`src/rtl/fifo_wr_sched_pkg.sv`:
```
// Shared constants, types and the round-robin pick function for the multi-producer FIFO scheduler.
// Optional status outputs are enabled with FIFO_WR_SCHED_STATUS_EN.
package fifo_wr_sched_pkg;

    localparam int NUM_REQ      = 4;
    localparam int DATA_W       = 8;
    localparam int DEPTH        = 8;
    localparam int PTR_SIZE     = 3;
    localparam int AFULL_THRESH = 6;
    localparam int GID_W        = $clog2(NUM_REQ);

    typedef logic [PTR_SIZE-1:0]       ptr_t;
    typedef logic [PTR_SIZE:0]         cnt_t;
    typedef logic [GID_W-1:0]          gid_t;
    typedef logic [NUM_REQ-1:0]        req_t;
    typedef logic [DATA_W-1:0]         data_t;
    typedef logic [NUM_REQ*DATA_W-1:0] bus_data_t;

    // One-hot grant of the first asserted request after 'last', wrapping at NUM_REQ.
    function automatic req_t rr_pick(req_t req, gid_t last);
        req_t grant;
        logic found;
        gid_t idx;
        grant = '0;
        found = 1'b0;
        for (int unsigned k = 1; k <= NUM_REQ; k++) begin
            idx = gid_t'((32'(last) + k) % NUM_REQ);
            if (!found && req[idx]) begin
                grant[idx] = 1'b1;
                found      = 1'b1;
            end
        end
        return grant;
    endfunction

endpackage

```
`src/rtl/fifo_wr_sched_if.sv`:
```
// Producer/consumer/storage signal bundle for fifo_wr_sched.
// occupancy and almost_full exist only with FIFO_WR_SCHED_STATUS_EN.
interface fifo_wr_sched_if;
    import fifo_wr_sched_pkg::*;

    req_t      req_valid;
    bus_data_t req_data;
    req_t      req_ready;
    logic      rd_req;
    logic      wr_en;
    ptr_t      wr_ptr;
    data_t     wr_data;
    logic      rd_en;
    ptr_t      rd_ptr;
    gid_t      grant_id;
    logic      full;
    logic      empty;
`ifdef FIFO_WR_SCHED_STATUS_EN
    cnt_t      occupancy;
    logic      almost_full;

    modport master (
        output req_valid, req_data, rd_req,
        input  req_ready, wr_en, wr_ptr, wr_data, rd_en, rd_ptr, grant_id,
               full, empty, occupancy, almost_full
    );

    modport slave (
        input  req_valid, req_data, rd_req,
        output req_ready, wr_en, wr_ptr, wr_data, rd_en, rd_ptr, grant_id,
               full, empty, occupancy, almost_full
    );
`else
    modport master (
        output req_valid, req_data, rd_req,
        input  req_ready, wr_en, wr_ptr, wr_data, rd_en, rd_ptr, grant_id,
               full, empty
    );

    modport slave (
        input  req_valid, req_data, rd_req,
        output req_ready, wr_en, wr_ptr, wr_data, rd_en, rd_ptr, grant_id,
               full, empty
    );
`endif

endinterface

```
`src/rtl/fifo_wr_sched_rr_arbiter.sv`:
```
// Round-robin arbiter: combinational one-hot grant plus index, remembering the last winner.
module rr_arbiter
    import fifo_wr_sched_pkg::*;
(
    input  logic clk_in,
    input  logic sreset,
    input  req_t req,
    input  logic mask_en,
    output req_t grant,
    output gid_t grant_id
);

    gid_t last_grant;

    always_comb begin
        grant = '0;
        if (mask_en) begin
            grant = rr_pick(req, last_grant);
        end
    end

    always_comb begin
        grant_id = '0;
        for (int unsigned i = 0; i < NUM_REQ; i++) begin
            if (grant[i]) begin
                grant_id = gid_t'(i);
            end
        end
    end

    // Starting at NUM_REQ-1 makes producer 0 the first winner after reset.
    always_ff @(posedge clk_in) begin
        if (sreset) begin
            last_grant <= gid_t'(NUM_REQ - 1);
        end else if (|grant) begin
            last_grant <= grant_id;
        end
    end

endmodule

```
`src/rtl/fifo_wr_sched.sv`:
```
// Multi-producer FIFO write scheduler: round-robin write-port sharing, read sequencing, pointers and flags.
// Define FIFO_WR_SCHED_STATUS_EN to add occupancy and registered almost_full outputs.
module fifo_wr_sched
    import fifo_wr_sched_pkg::*;
(
    input logic            clk_in,
    input logic            sreset,
    fifo_wr_sched_if.slave bus
);

    req_t  grant;
    gid_t  grant_id;
    ptr_t  wr_ptr_q;
    ptr_t  rd_ptr_q;
    cnt_t  count;
    cnt_t  count_next;
    logic  full_q;
    logic  empty_q;
    logic  wr_fire;
    logic  rd_fire;
    data_t wr_data_mux;

    rr_arbiter u_arb (
        .clk_in   (clk_in),
        .sreset   (sreset),
        .req      (bus.req_valid),
        .mask_en  (~full_q),
        .grant    (grant),
        .grant_id (grant_id)
    );

    assign wr_fire = |grant;
    // Gated by the registered empty flag, so a write into an empty FIFO never reads through.
    assign rd_fire = bus.rd_req & ~empty_q;

    always_comb begin
        wr_data_mux = '0;
        for (int unsigned i = 0; i < NUM_REQ; i++) begin
            if (grant[i]) begin
                wr_data_mux = bus.req_data[i*DATA_W +: DATA_W];
            end
        end
    end

    always_comb begin
        count_next = count;
        case ({wr_fire, rd_fire})
            2'b10:   count_next = count + cnt_t'(1);
            2'b01:   count_next = count - cnt_t'(1);
            default: count_next = count;
        endcase
    end

    always_ff @(posedge clk_in) begin
        if (sreset) begin
            wr_ptr_q <= '0;
            rd_ptr_q <= '0;
            count    <= '0;
            full_q   <= 1'b0;
            empty_q  <= 1'b1;
        end else begin
            if (wr_fire) begin
                wr_ptr_q <= wr_ptr_q + ptr_t'(1);
            end
            if (rd_fire) begin
                rd_ptr_q <= rd_ptr_q + ptr_t'(1);
            end
            count   <= count_next;
            full_q  <= (count_next == cnt_t'(DEPTH));
            empty_q <= (count_next == '0);
        end
    end

`ifdef FIFO_WR_SCHED_STATUS_EN
    logic afull_q;

    always_ff @(posedge clk_in) begin
        if (sreset) begin
            afull_q <= 1'b0;
        end else begin
            afull_q <= (count_next >= cnt_t'(AFULL_THRESH));
        end
    end

    assign bus.occupancy   = count;
    assign bus.almost_full = afull_q;
`endif

    assign bus.req_ready = grant;
    assign bus.wr_en     = wr_fire;
    assign bus.wr_ptr    = wr_ptr_q;
    assign bus.wr_data   = wr_data_mux;
    assign bus.grant_id  = grant_id;
    assign bus.rd_en     = rd_fire;
    assign bus.rd_ptr    = rd_ptr_q;
    assign bus.full      = full_q;
    assign bus.empty     = empty_q;

endmodule

```
`src/flat_wrapper.sv`:
```
// flat-port wrapper written by rule: the top's interface ports become plain ports
module fifo_wr_sched_flat import fifo_wr_sched_pkg::*;
  (clk_in, sreset, bus_req_valid, bus_req_data, bus_rd_req, bus_req_ready, bus_wr_en, bus_wr_ptr, bus_wr_data, bus_rd_en, bus_rd_ptr, bus_grant_id, bus_full, bus_empty);
  fifo_wr_sched_if bus_i ();
  input logic clk_in;
  input logic sreset;
  input wire logic [$bits(bus_i.req_valid)-1:0] bus_req_valid;
  input wire logic [$bits(bus_i.req_data)-1:0] bus_req_data;
  input wire logic [$bits(bus_i.rd_req)-1:0] bus_rd_req;
  output wire logic [$bits(bus_i.req_ready)-1:0] bus_req_ready;
  output wire logic [$bits(bus_i.wr_en)-1:0] bus_wr_en;
  output wire logic [$bits(bus_i.wr_ptr)-1:0] bus_wr_ptr;
  output wire logic [$bits(bus_i.wr_data)-1:0] bus_wr_data;
  output wire logic [$bits(bus_i.rd_en)-1:0] bus_rd_en;
  output wire logic [$bits(bus_i.rd_ptr)-1:0] bus_rd_ptr;
  output wire logic [$bits(bus_i.grant_id)-1:0] bus_grant_id;
  output wire logic [$bits(bus_i.full)-1:0] bus_full;
  output wire logic [$bits(bus_i.empty)-1:0] bus_empty;
  assign bus_i.req_valid = bus_req_valid;
  assign bus_i.req_data = bus_req_data;
  assign bus_i.rd_req = bus_rd_req;
  assign bus_req_ready = bus_i.req_ready;
  assign bus_wr_en = bus_i.wr_en;
  assign bus_wr_ptr = bus_i.wr_ptr;
  assign bus_wr_data = bus_i.wr_data;
  assign bus_rd_en = bus_i.rd_en;
  assign bus_rd_ptr = bus_i.rd_ptr;
  assign bus_grant_id = bus_i.grant_id;
  assign bus_full = bus_i.full;
  assign bus_empty = bus_i.empty;
  fifo_wr_sched u_core (.clk_in(clk_in), .sreset(sreset), .bus(bus_i));
endmodule
```
`config.mk`:
```
export PLATFORM = sky130hd
export DESIGN_NAME = fifo_wr_sched_flat
export DESIGN_NICKNAME = d
export VERILOG_FILES = /design/src/rtl/fifo_wr_sched_pkg.sv /design/src/rtl/fifo_wr_sched_if.sv /design/src/rtl/fifo_wr_sched_rr_arbiter.sv /design/src/rtl/fifo_wr_sched.sv /design/src/flat_wrapper.sv
export SDC_FILE = /design/constraint.sdc
export NUM_CORES = 1
export LEC_CHECK = 0
export CAP_MARGIN = 20
export CORE_UTILIZATION = 35
export CTS_CLUSTER_SIZE = 14
export DETAILED_ROUTE_END_ITERATION = 16
export PLACE_DENSITY = 0.76
export RECOVER_POWER = 100
export SYNTH_ARGS = -nofsm -noshare
export SYNTH_HDL_FRONTEND = slang
export SYNTH_HIERARCHICAL = 1
export SYNTH_SLANG_ARGS = --single-unit
```
`constraint.sdc`:
```
create_clock -name clk_in -period 3.74 [get_ports clk_in]
set_input_delay 0.374 -clock clk_in [delete_from_list [all_inputs] [get_ports clk_in]]
set_output_delay 0.374 -clock clk_in [all_outputs]
set_load 0.02 [all_outputs]
```
==> out/metrics.csv, run 1 <==
stage,metric,value,unit
logic_synthesis,ys_ff_latch,14,
sta,whs,0.491,ns
critical_path,path_cells,inv_6 > ha_4 > mux4_2 > nand2_2 > o21ai_2 > a221oi_4 > nand2b_4 > inv_2 > nor4_4 > buf_4 > ha_2 > and2b_1 > a31oi_1 > o32ai_2 > xnor2_2 > nor4bb_2,
logic_synthesis,syn_area,0.00132,mm²
critical_path,cp-startpoint,u_core/u_arb/last_grant[0],
min_path,hold_path.class,reg2reg,
global_routing,use_met2,0.269,
sta,slew_headroom,0.638,
cells_and_area,mostFrequentLayoutCell,clkdlybuf4s50_1,
critical_path,max_stage_delay,0.56,ns
cells_and_area,final_core_util,0.674,
cells_and_area,final_cells,296,
cts,cts_root_buf,clkbuf_8,
power_and_ir_drop,total_power,2.24,mW
route,via_per_inst,4.97,
sta,hold_viol,0,
sta,tightest_slew,0.542,ns
placed_design,pre_cts_slack,-0.148,ns
cells_and_area,nets,303,
cts,cts_sinks,14,
outcome,outcome,"finished, final reports clean",
floorplan,fp.dieH,63.5,µm
logic_synthesis,syn_nets,218,
global_routing,grt.total_usage,0.175,
global_routing,grt_use_met3,0.0217,
critical_path,reg2reg_from,u_core/u_arb/last_grant[0],
logic_synthesis,syn_inst,166,
cells_and_area,area_growth,76.7,%
global_routing,grt_pass1_wl,5760,µm
route,vias,1470,
route,drtAntennaViolNets,0,
cells_and_area,antennaDiodeCount,0,
critical_path,r2r_setup_slack,0.10,ns
route,drt_iter0_drc,47,
power_and_ir_drop,p_leak,0.989,nW
floorplan,dieArea,0.00403,mm²
critical_path,cp_slowest_cell,mux4_2,
route,drc,0,
global_routing,grt_use_met1,0.249,
cells_and_area,final_cell_mix,"47 x clkdlybuf4s50_1, 23 x buf_4, 19 x nand2_1",
placed_design,port_buffers,62,
cts,htree_levels,1,
floorplan,floorplan.initialDensity,0.381,
route,routed_wl,3680,µm
placed_design,dpl-instance-area,0.00215,mm²
global_routing,busiest_layer,met2,
critical_path,required,3.89,ns
cells_and_area,final_area,0.00234,mm²
sta,fmax,0.275,GHz
cells_and_area,drive_gt1_frac,0.240,
logic_synthesis,yosys_warnings,6,
cts,numCtsBuffers,3,
job,drv_cap,0,
power_and_ir_drop,power.density,957,mW/mm²
logic_synthesis,ys_seq_area_frac,0.212,
critical_path,crit_path_start_kind,register,
global_routing,grt_max_degree,18,
floorplan,row_count,21,
critical_path,endpoint_kind,register,
global_routing,antenna_found_initial,0,
route,wl_per_cell,12.4,µm
critical_path,path_max_fanout,7,
placed_design,gp_congestion,0.825,
cts,clkTransAtPathRegs,0.06,ns
sta,grt_setup_unrepaired,true,
sta,fin_crit,3.64,ns
global_routing,gr-total-overflow,0,
global_routing,grt_pass1_vias,1263,
sta,setup_viol,0,
logic_synthesis,synth.avg_cell_area,7.97,µm²
cts,hold_buffers,0,
critical_path,critical_path_arrival,3.79,ns
sta,tns,0,ns
floorplan,die_x,63.5,µm
critical_path,endpoint,u_core/bus.full,
sta,slew_viol_final,0,
cts,clockBufferDepth,2,
sta,min_period_over_period,0.972,
floorplan,io_pins,63,
floorplan,fp.coreArea,0.00347,mm²
cts,cts_tree,yes,
critical_path,path_class,reg2reg,
cts,clk_latency,0.24,ns
logic_synthesis,synthDistinctLibCells,38,
placed_design,hpwlAfterDp,2750,µm
route,first_pass_iters,4,
sta,finClkSkew,0.00165,ns
critical_path,r2r-end,u_core/bus.full,
placed_design,dp_cells,286,
critical_path,ff2ff_path_depth,16,
sta,setup_slack,0.104,ns
power_and_ir_drop,power.ir.vdd_worst,0.677,mV
[cell usage after synthesis]
master,count,share of area
nand2_1,21,0.060
nor2_1,15,0.043
dfxtp_1,14,0.21
a21oi_1,13,0.049
ha_1,13,0.12
inv_1,10,0.028
o21ai_1,10,0.038
a22oi_1,6,0.034
nor2b_1,6,0.028
clkbuf_1,5,0.014
nand3b_1,5,0.028
nand2b_1,4,0.019
xnor2_1,4,0.026
xor2_1,4,0.026
a221oi_2,3,0.034
and3b_1,3,0.020
o21ai_0,3,0.011
a21boi_1,2,0.011
mux2i_1,2,0.015
mux4_2,2,0.034
nor3_1,2,0.0076
nor3b_1,2,0.011
o2111ai_1,2,0.013
a2111o_1,1,0.0085
a221o_1,1,0.0076
a311oi_4,1,0.020
a31o_1,1,0.0066
a31oi_1,1,0.0047
and2b_1,1,0.0057
inv_2,1,0.0028
nand2_2,1,0.0047
nor4_2,1,0.0095
nor4bb_1,1,0.0076
o22ai_1,1,0.0047
o32ai_2,1,0.012
or3_1,1,0.0047
or3b_1,1,0.0066
or3b_2,1,0.0066
[worst max-delay path: cells and delay by family, from the launching register on]
kind            cells  cell delay (ns)
compound gates      4             0.60
flops               1             0.36
mux                 1             0.56
simple gates        5             1.06
xor+xnor            1             0.17
buf+inv             3             0.27
fa+ha+maj           2             0.50
[kinds of logic (layout without fill, tap and decap cells)]
group / Yosys count / after routing / synth area share
AOI/OAI and AO/OA: 46 / 46 / 0.255
adders and majority gates: 13 / 13 / 0.123
muxes: 4 / 4 / 0.0492
and+or+nand+nor: 65 / 65 / 0.262
buffers and inverters: 16 / 100 / 0.0454
DFF: 14 / 14 / 0.212
xor gates and xnor gates: 8 / 8 / 0.0530
[flip-flops by register name, indices dropped and copies added, names as in the netlist]
signal,count
u_core/bus.rd_ptr,3
u_core/count,4
u_core/bus.wr_ptr,3
u_core/bus.empty,1
u_core/bus.full,1
u_core/u_arb/last_grant,2
[timing repair]
action / CTS / global route
endpoints found under the setup margin: 8 / 5
gates resized for setup: 9 / 18
endpoints found under the hold margin: 0 / 0
setup buffers: 1 / 5
pin swaps: 0 / 6
[worst min-delay path by stage]
stage          cells past startpoint              endpoint                  from
6_report                           2  u_core/bus.wr_ptr[1]  u_core/bus.wr_ptr[1]
5_1_grt                            2  u_core/bus.wr_ptr[1]  u_core/bus.wr_ptr[1]
4_1_cts                            2  u_core/bus.wr_ptr[1]  u_core/bus.wr_ptr[1]
3_5_place_dp                       2  u_core/bus.wr_ptr[1]  u_core/bus.wr_ptr[1]
3_3_place_gp                       2  u_core/bus.wr_ptr[1]  u_core/bus.wr_ptr[1]
2_1_floorplan                      1       u_core/bus.full                sreset
[final cells by class]
| type | instances | area (µm²) |
|---|---|---|
| tap | 46 | 57.6 |
| sequential | 14 | 285 |
| clock buffer | 4 | 55.1 |
| multi-input combinational | 136 | 1100 |
| timing repair buffer | 85 | 786 |
| fill | 281 | 1130 |
| inverter | 11 | 52.6 |
[where the power goes]
part           internal (mW)  switching, mW
clock network         0.0932         0.0526
registers              0.207         0.0471
logic                  0.881          0.956
total                   1.18           1.06
[routing by layer]
metal / up-vias / part of all wire
met2: 53 / 0.43
met3: 3 / 0.064
li1: 759 / -
met4: 0 / 0.0082
met5: - / 0
met1: 655 / 0.50
Note: power is estimated with default switching activity, not from simulation.
==> run 2, diff against run 1 <==
--- a/config.mk
+++ b/config.mk
@@ -6,6 +6,8 @@
 export NUM_CORES = 1
 export LEC_CHECK = 0
 export CAP_MARGIN = 20
+export CORE_ASPECT_RATIO = 0.5
+export CORE_MARGIN = 5
 export CORE_UTILIZATION = 35
 export CTS_CLUSTER_SIZE = 14
 export DETAILED_ROUTE_END_ITERATION = 16
==> out/metrics.csv, run 2 (synthesis gave the netlist of run 1 again) <==
stage,metric,value,unit,change
cts,numCtsBuffers,3,,unchanged
critical_path,r2r_setup_slack,0.14,ns,+0.03 ns
sta,finClkSkew,0.00274,ns,+0.00109 ns
sta,setup_viol,0,,unchanged
cells_and_area,top_register,u_core/count,,
sta,fmax,0.278,GHz,+0.95%
cts,htree_levels,1,,unchanged
critical_path,path_class,reg2reg,,
sta,slew_viol_final,0,,unchanged
cts,clk_latency,0.25,ns,about the same
placed_design,gp_congestion,0.839,,+1.7%
cts,cts_root_buf,clkbuf_8,,
critical_path,max_stage_delay,0.57,ns,about the same
floorplan,fp.dieH,53.5,µm,-16%
cts,hold_buffers,0,,unchanged
cells_and_area,final_cell_mix,"44 x clkdlybuf4s50_1, 27 x buf_4, 19 x nand2_1",,
placed_design,dpl-instance-area,0.00217,mm²,+0.99%
cells_and_area,area_growth,78.3,%,
critical_path,reg2reg_from,u_core/u_arb/last_grant[0],,
route,drc,0,,unchanged
power_and_ir_drop,power.density,979,mW/mm²,+2.3%
global_routing,gr-total-overflow,0,,unchanged
global_routing,grt_pass1_wl,6620,µm,+15%
critical_path,cp_slowest_cell,mux4_2,,
critical_path,ff2ff_path_depth,15,,-1
critical_path,path_max_fanout,5,,-2
min_path,hold_path.class,reg2reg,,
cts,cts_sinks,14,,unchanged
cts,clkTransAtPathRegs,0.06,ns,about the same
critical_path,required,3.90,ns,about the same
critical_path,r2r-end,u_core/bus.full,,
cells_and_area,antennaDiodeCount,0,,unchanged
route,wl_per_cell,13.6,µm,+9.3%
route,drtAntennaViolNets,0,,unchanged
global_routing,grt.total_usage,0.157,,-0.0182
placed_design,pre_cts_slack,-0.101,ns,+0.0476 ns
sta,tightest_slew,0.624,ns,+0.0822 ns
cells_and_area,final_area,0.00236,mm²,+0.91%
global_routing,grt_max_degree,18,,unchanged
floorplan,floorplan.initialDensity,0.375,,-0.00649
global_routing,antenna_found_initial,0,,unchanged
cts,clockBufferDepth,2,,unchanged
cells_and_area,nets,307,,+1.3%
power_and_ir_drop,p_leak,1.00,nW,+1.6%
route,routed_wl,4140,µm,+13%
sta,hold_viol,0,,unchanged
sta,min_period_over_period,0.963,,-0.00917
route,via_per_inst,4.85,,-2.4%
route,first_pass_iters,4,,unchanged
cells_and_area,drive_gt1_frac,0.252,,+0.0120
cells_and_area,largest_reg_flops,4,,unchanged
floorplan,row_count,15,,-29%
power_and_ir_drop,power.ir.vdd_worst,0.387,mV,-43%
floorplan,fp.coreArea,0.00353,mm²,+1.7%
cells_and_area,mostFrequentLayoutCell,clkdlybuf4s50_1,,
floorplan,io_pins,63,,unchanged
critical_path,path_cells,inv_4 > ha_4 > mux4_2 > nand2_2 > o21ai_0 > a221o_1 > nand2_2 > clkinvlp_4 > nor4_4 > buf_4 > ha_4 > or3_4 > o32ai_4 > xnor2_2 > nor4bb_1,,
min_path,hold_path.startpoint,u_core/bus.wr_ptr[1],,
global_routing,grt_pass1_vias,1391,,+10%
floorplan,dieArea,0.00518,mm²,+29%
min_path,min_delay_path_depth,2,,unchanged
critical_path,crit_path_start_kind,register,,
min_path,min_to,u_core/bus.wr_ptr[1],,
job,drv_cap,0,,unchanged
route,vias,1478,,+0.54%
placed_design,hpwlAfterDp,3300,µm,+20%
sta,setup_slack,0.138,ns,+0.0343 ns
sta,fin_crit,3.60,ns,-0.0343 ns
sta,slew_headroom,0.583,,-0.0549
critical_path,critical_path_arrival,3.76,ns,-0.03 ns
critical_path,endpoint_kind,register,,
outcome,outcome,"finished, final reports clean",,
placed_design,port_buffers,62,,unchanged
floorplan,die_x,96.9,µm,+53%
route,drt_iter0_drc,42,,-11%
sta,grt_setup_unrepaired,true,,
cts,cts_tree,yes,,
sta,tns,0,ns,unchanged
[run 2: changes by cell type in the layout (fill, tap and decap cells not counted), sizes merged]
cell and change:
clkdlybuf4s50 -3, dlygate4sd2 -1, clkdlybuf4s15 +1, dlygate4sd3 +3, buf +4
[run 2: cell type report]
| cell class | count | area, µm² |
|---|---|---|
| Tap cell | 51 | 63.8 |
| Sequential cell | 14 | 285 |
| Clock buffer | 4 | 55.1 |
| Multi-Input combinational cell | 136 | 1090 |
| Timing Repair Buffer | 89 | 817 |
| Fill cell | 301 | 1170 |
| Inverter | 11 | 50.0 |
[run 2: worst max-delay path by stage]
| stage | end | startpoint | cells after the start |
|---|---|---|---|
| after floorplan | u_core/bus.full | u_core/u_arb/last_grant[0] | 17 |
| after global placement | u_core/bus.full | bus_req_valid[3] | 16 |
| after detailed placement | u_core/bus.full | bus_req_valid[3] | 16 |
| after CTS | u_core/bus.full | u_core/u_arb/last_grant[0] | 17 |
| after global routing | u_core/bus.empty | u_core/u_arb/last_grant[0] | 14 |
| final | u_core/bus.full | u_core/u_arb/last_grant[0] | 15 |
[run 2: repair_timing]
item                       4_1_cts  5_1_grt
buffers inserted                 2        7
setup endpoints to repair        8       12
pin swaps                        2       14
gates resized for setup          8       16
[run 2: routing by layer]
layer,track usage,wire length [µm],up-vias
met1,0.192,1940,659
met4,0.0280,40,0
met5,0,0,-
met2,0.281,1950,46
li1,-,-,769
met3,0.0447,213,4
[run 2: stage by stage]
stage               std cells   util  power, mW  hold slack [ns]
finish                    305  0.668       2.31            0.479
global route              305  0.668       2.51            0.509
CTS                       299  0.633       2.15            0.485
detailed placement        293  0.616       2.05            0.479
global placement          293  0.616       2.01            0.463
floorplan                 166      -       1.33            0.450
[run 2: critical path, delay by kind of cell, from the launching register on]
kind | cells | cell delay (ns)
compound gates | 3 | 0.50
xor+xnor | 1 | 0.12
fa+ha+maj | 2 | 0.48
buf+inv | 3 | 0.35
flops | 1 | 0.39
mux | 1 | 0.57
simple gates | 5 | 1.10
[run 2: where the power goes]
| part | leakage (nW) | internal, mW | switching, mW |
|---|---|---|---|
| Sequential | 0.115 | 0.207 | 0.0528 |
| Combinational | 0.861 | 0.926 | 0.973 |
| Clock | 0.0288 | 0.0934 | 0.0557 |
==> run 3, diff against run 2 <==
--- a/config.mk
+++ b/config.mk
@@ -11,8 +11,7 @@
 export CORE_UTILIZATION = 35
 export CTS_CLUSTER_SIZE = 14
 export DETAILED_ROUTE_END_ITERATION = 16
-export PLACE_DENSITY = 0.76
-export RECOVER_POWER = 100
+export PLACE_DENSITY = 0.7
 export SYNTH_ARGS = -nofsm -noshare
 export SYNTH_HDL_FRONTEND = slang
 export SYNTH_HIERARCHICAL = 1
==> constraint.sdc (replaced) <==
create_clock -name clk_in -period 4.15 [get_ports clk_in]
set_input_delay 0.415 -clock clk_in [delete_from_list [all_inputs] [get_ports clk_in]]
set_output_delay 0.415 -clock clk_in [all_outputs]
set_load 0.02 [all_outputs]
==> out/metrics.csv, run 3 (synthesis gave the netlist of run 1 again) <==
stage,metric,value,unit,change
cells_and_area,antennaDiodeCount,0,,unchanged
power_and_ir_drop,intPower,0.996,mW,-19%
cts,clkTransAtPathRegs,0.06,ns,about the same
cts,clockBufferDepth,2,,unchanged
route,wl_per_cell,13.7,µm,+1.1%
route,first_pass_iters,4,,unchanged
cts,htree_levels,1,,unchanged
sta,min_period_over_period,0.946,,
critical_path,endpoint,bus_wr_data[4],,
critical_path,ff2ff_path_depth,17,,+2
sta,finClkSkew,0.00189,ns,-0.000851 ns
critical_path,path_class,reg2out,,
critical_path,path_max_fanout,6,,+1
power_and_ir_drop,p_leak,0.914,nW,-9.0%
floorplan,fp.coreArea,0.00353,mm²,unchanged
route,drc,0,,unchanged
sta,fin_crit,3.93,ns,
global_routing,antenna_found_initial,0,,unchanged
cells_and_area,final_core_util,0.610,,-0.0582
floorplan,die_x,96.9,µm,unchanged
sta,hold_viol,0,,unchanged
power_and_ir_drop,power_frac_seq,0.116,,+0.003
outcome,outcome,"finished, final reports clean",,
critical_path,crit_path_start_kind,register,,
route,via_per_inst,4.92,,+1.5%
sta,tightest_slew,0.498,ns,-0.126 ns
route,drtAntennaViolNets,0,,unchanged
power_and_ir_drop,sw_frac_of_total,0.475,,+0.00643
cells_and_area,area_growth,62.8,%,
power_and_ir_drop,power.ir.vdd_worst,0.388,mV,+0.17%
critical_path,reg2reg_from,u_core/u_arb/last_grant[1],,
cts,post_cts_buffers,0,,-2
sta,grt_setup_unrepaired,true,,
cts,numCtsBuffers,3,,unchanged
cts,clk_latency,0.24,ns,about the same
cells_and_area,drive_gt1_frac,0.130,,-0.122
cells_and_area,top_register,u_core/count,,
power_and_ir_drop,power.density,881,mW/mm²,-10%
sta,setup_viol,0,,unchanged
power_and_ir_drop,switchingPower,0.901,mW,-17%
cells_and_area,nets,292,,-4.9%
floorplan,io_pins,63,,unchanged
cts,cts_tree,yes,,
floorplan,fp.dieH,53.5,µm,unchanged
critical_path,r2r_setup_slack,0.30,ns,+0.16 ns
route,drt_iter0_drc,42,,unchanged
floorplan,row_count,15,,unchanged
route,routed_wl,3970,µm,-4.2%
cts,cts_root_buf,clkbuf_8,,
job,drv_cap,0,,unchanged
cells_and_area,mostFrequentLayoutCell,clkdlybuf4s50_1,,
sta,tns,0,ns,unchanged
floorplan,floorplan.initialDensity,0.375,,unchanged
critical_path,r2r-end,u_core/bus.full,,
power_and_ir_drop,clkPwrFrac,0.058,,-0.007
placed_design,gp_congestion,0.770,,-8.1%
sta,slew_viol_final,0,,unchanged
global_routing,grt_max_degree,18,,unchanged
critical_path,cp-startpoint,u_core/u_arb/last_grant[1],,
power_and_ir_drop,comb_power_share,0.826,,+0.003
global_routing,grt_pass1_vias,1303,,-6.3%
min_path,hold_path.class,reg2reg,,
global_routing,grt.total_usage,0.155,,-0.00183
sta,fmax,0.255,GHz,
critical_path,required,3.73,ns,-0.17 ns
route,vias,1422,,-3.8%
global_routing,grt_pass1_wl,6510,µm,-1.7%
global_routing,gr-total-overflow,0,,unchanged
floorplan,dieArea,0.00518,mm²,unchanged
cells_and_area,largest_reg_flops,4,,unchanged
cells_and_area,final_cell_mix,"60 x clkdlybuf4s50_1, 21 x nand2_1, 15 x nor2_1",,
critical_path,endpoint_kind,primary output,,
cts,hold_buffers,0,,unchanged
cts,cts_sinks,14,,unchanged
sta,slew_headroom,0.667,,+0.0838
critical_path,critical_path_arrival,3.51,ns,-0.25 ns
placed_design,hpwlAfterDp,3220,µm,-2.4%
placed_design,port_buffers,62,,unchanged
run 3: worst min-delay path by stage:
stage	to	slack (ns)	startpoint	cells past startpoint
after floorplan	u_core/bus.full	0.49	sreset	1
after global placement	u_core/bus.wr_ptr[1]	0.46	u_core/bus.wr_ptr[1]	2
after detailed placement	u_core/bus.wr_ptr[1]	0.47	u_core/bus.wr_ptr[1]	2
after CTS	u_core/bus.wr_ptr[1]	0.48	u_core/bus.wr_ptr[1]	2
after global routing	u_core/bus.wr_ptr[1]	0.51	u_core/bus.wr_ptr[1]	2
final	u_core/bus.wr_ptr[1]	0.48	u_core/bus.wr_ptr[1]	2
run 3: power groups by stage:
stage	sequential [mW]	combinational [mW]	clock [mW]
floorplan	0.255	0.914	0
global placement	0.221	1.52	0
detailed placement	0.224	1.55	0
CTS	0.221	1.56	0.114
global route	0.229	1.72	0.121
finish	0.220	1.57	0.110
run 3: cell type report:
type / instances / area [µm²]
fill: 338 / 1380
multi-input combinational: 136 / 1010
timing repair buffer: 74 / 716
sequential: 14 / 282
tap: 51 / 63.8
clock buffer: 3 / 41.3
inverter: 11 / 41.3
run 3: worst max-delay path: stages, from the launching register on:
cell             delay, ns
dfxtp_1               0.32
inv_1                 0.06
ha_1                  0.35
mux4_2                0.57
nand2b_1              0.22
o21ai_1               0.18
a221oi_2              0.07
nor2b_2               0.23
nor2b_4               0.24
a22oi_1               0.09
nor2_1                0.10
a21oi_1               0.05
o21ai_1               0.14
clkdlybuf4s50_1       0.64
run 3: stage by stage:
step	instances	area (µm²)	power, mW	setup WS [ns]	hold slack, ns
after floorplan	166	1340	1.17	0.122	0.491
after detailed placement	286	2090	1.78	-0.0176	0.471
final	289	2150	1.90	0.223	0.478
after CTS	289	2130	1.90	0.0940	0.479
after global placement	286	2090	1.74	0.0949	0.462
after global routing	289	2150	2.07	-0.0491	0.512
run 3: repair_timing:
action | CTS | global route
gates cloned | 0 | 0
gates resized for setup | 1 | 5
endpoints found under the setup margin | 1 | 7
pin swaps | 0 | 1
endpoints found under the hold margin | 0 | 0
run 3: routing by layer:
| metal | GRT usage | share of wire |
|---|---|---|
| met2 | 0.274 | 0.48 |
| met1 | 0.195 | 0.47 |
| met5 | 0 | 0 |
| met3 | 0.0382 | 0.043 |
| met4 | 0.0280 | 0.0048 |
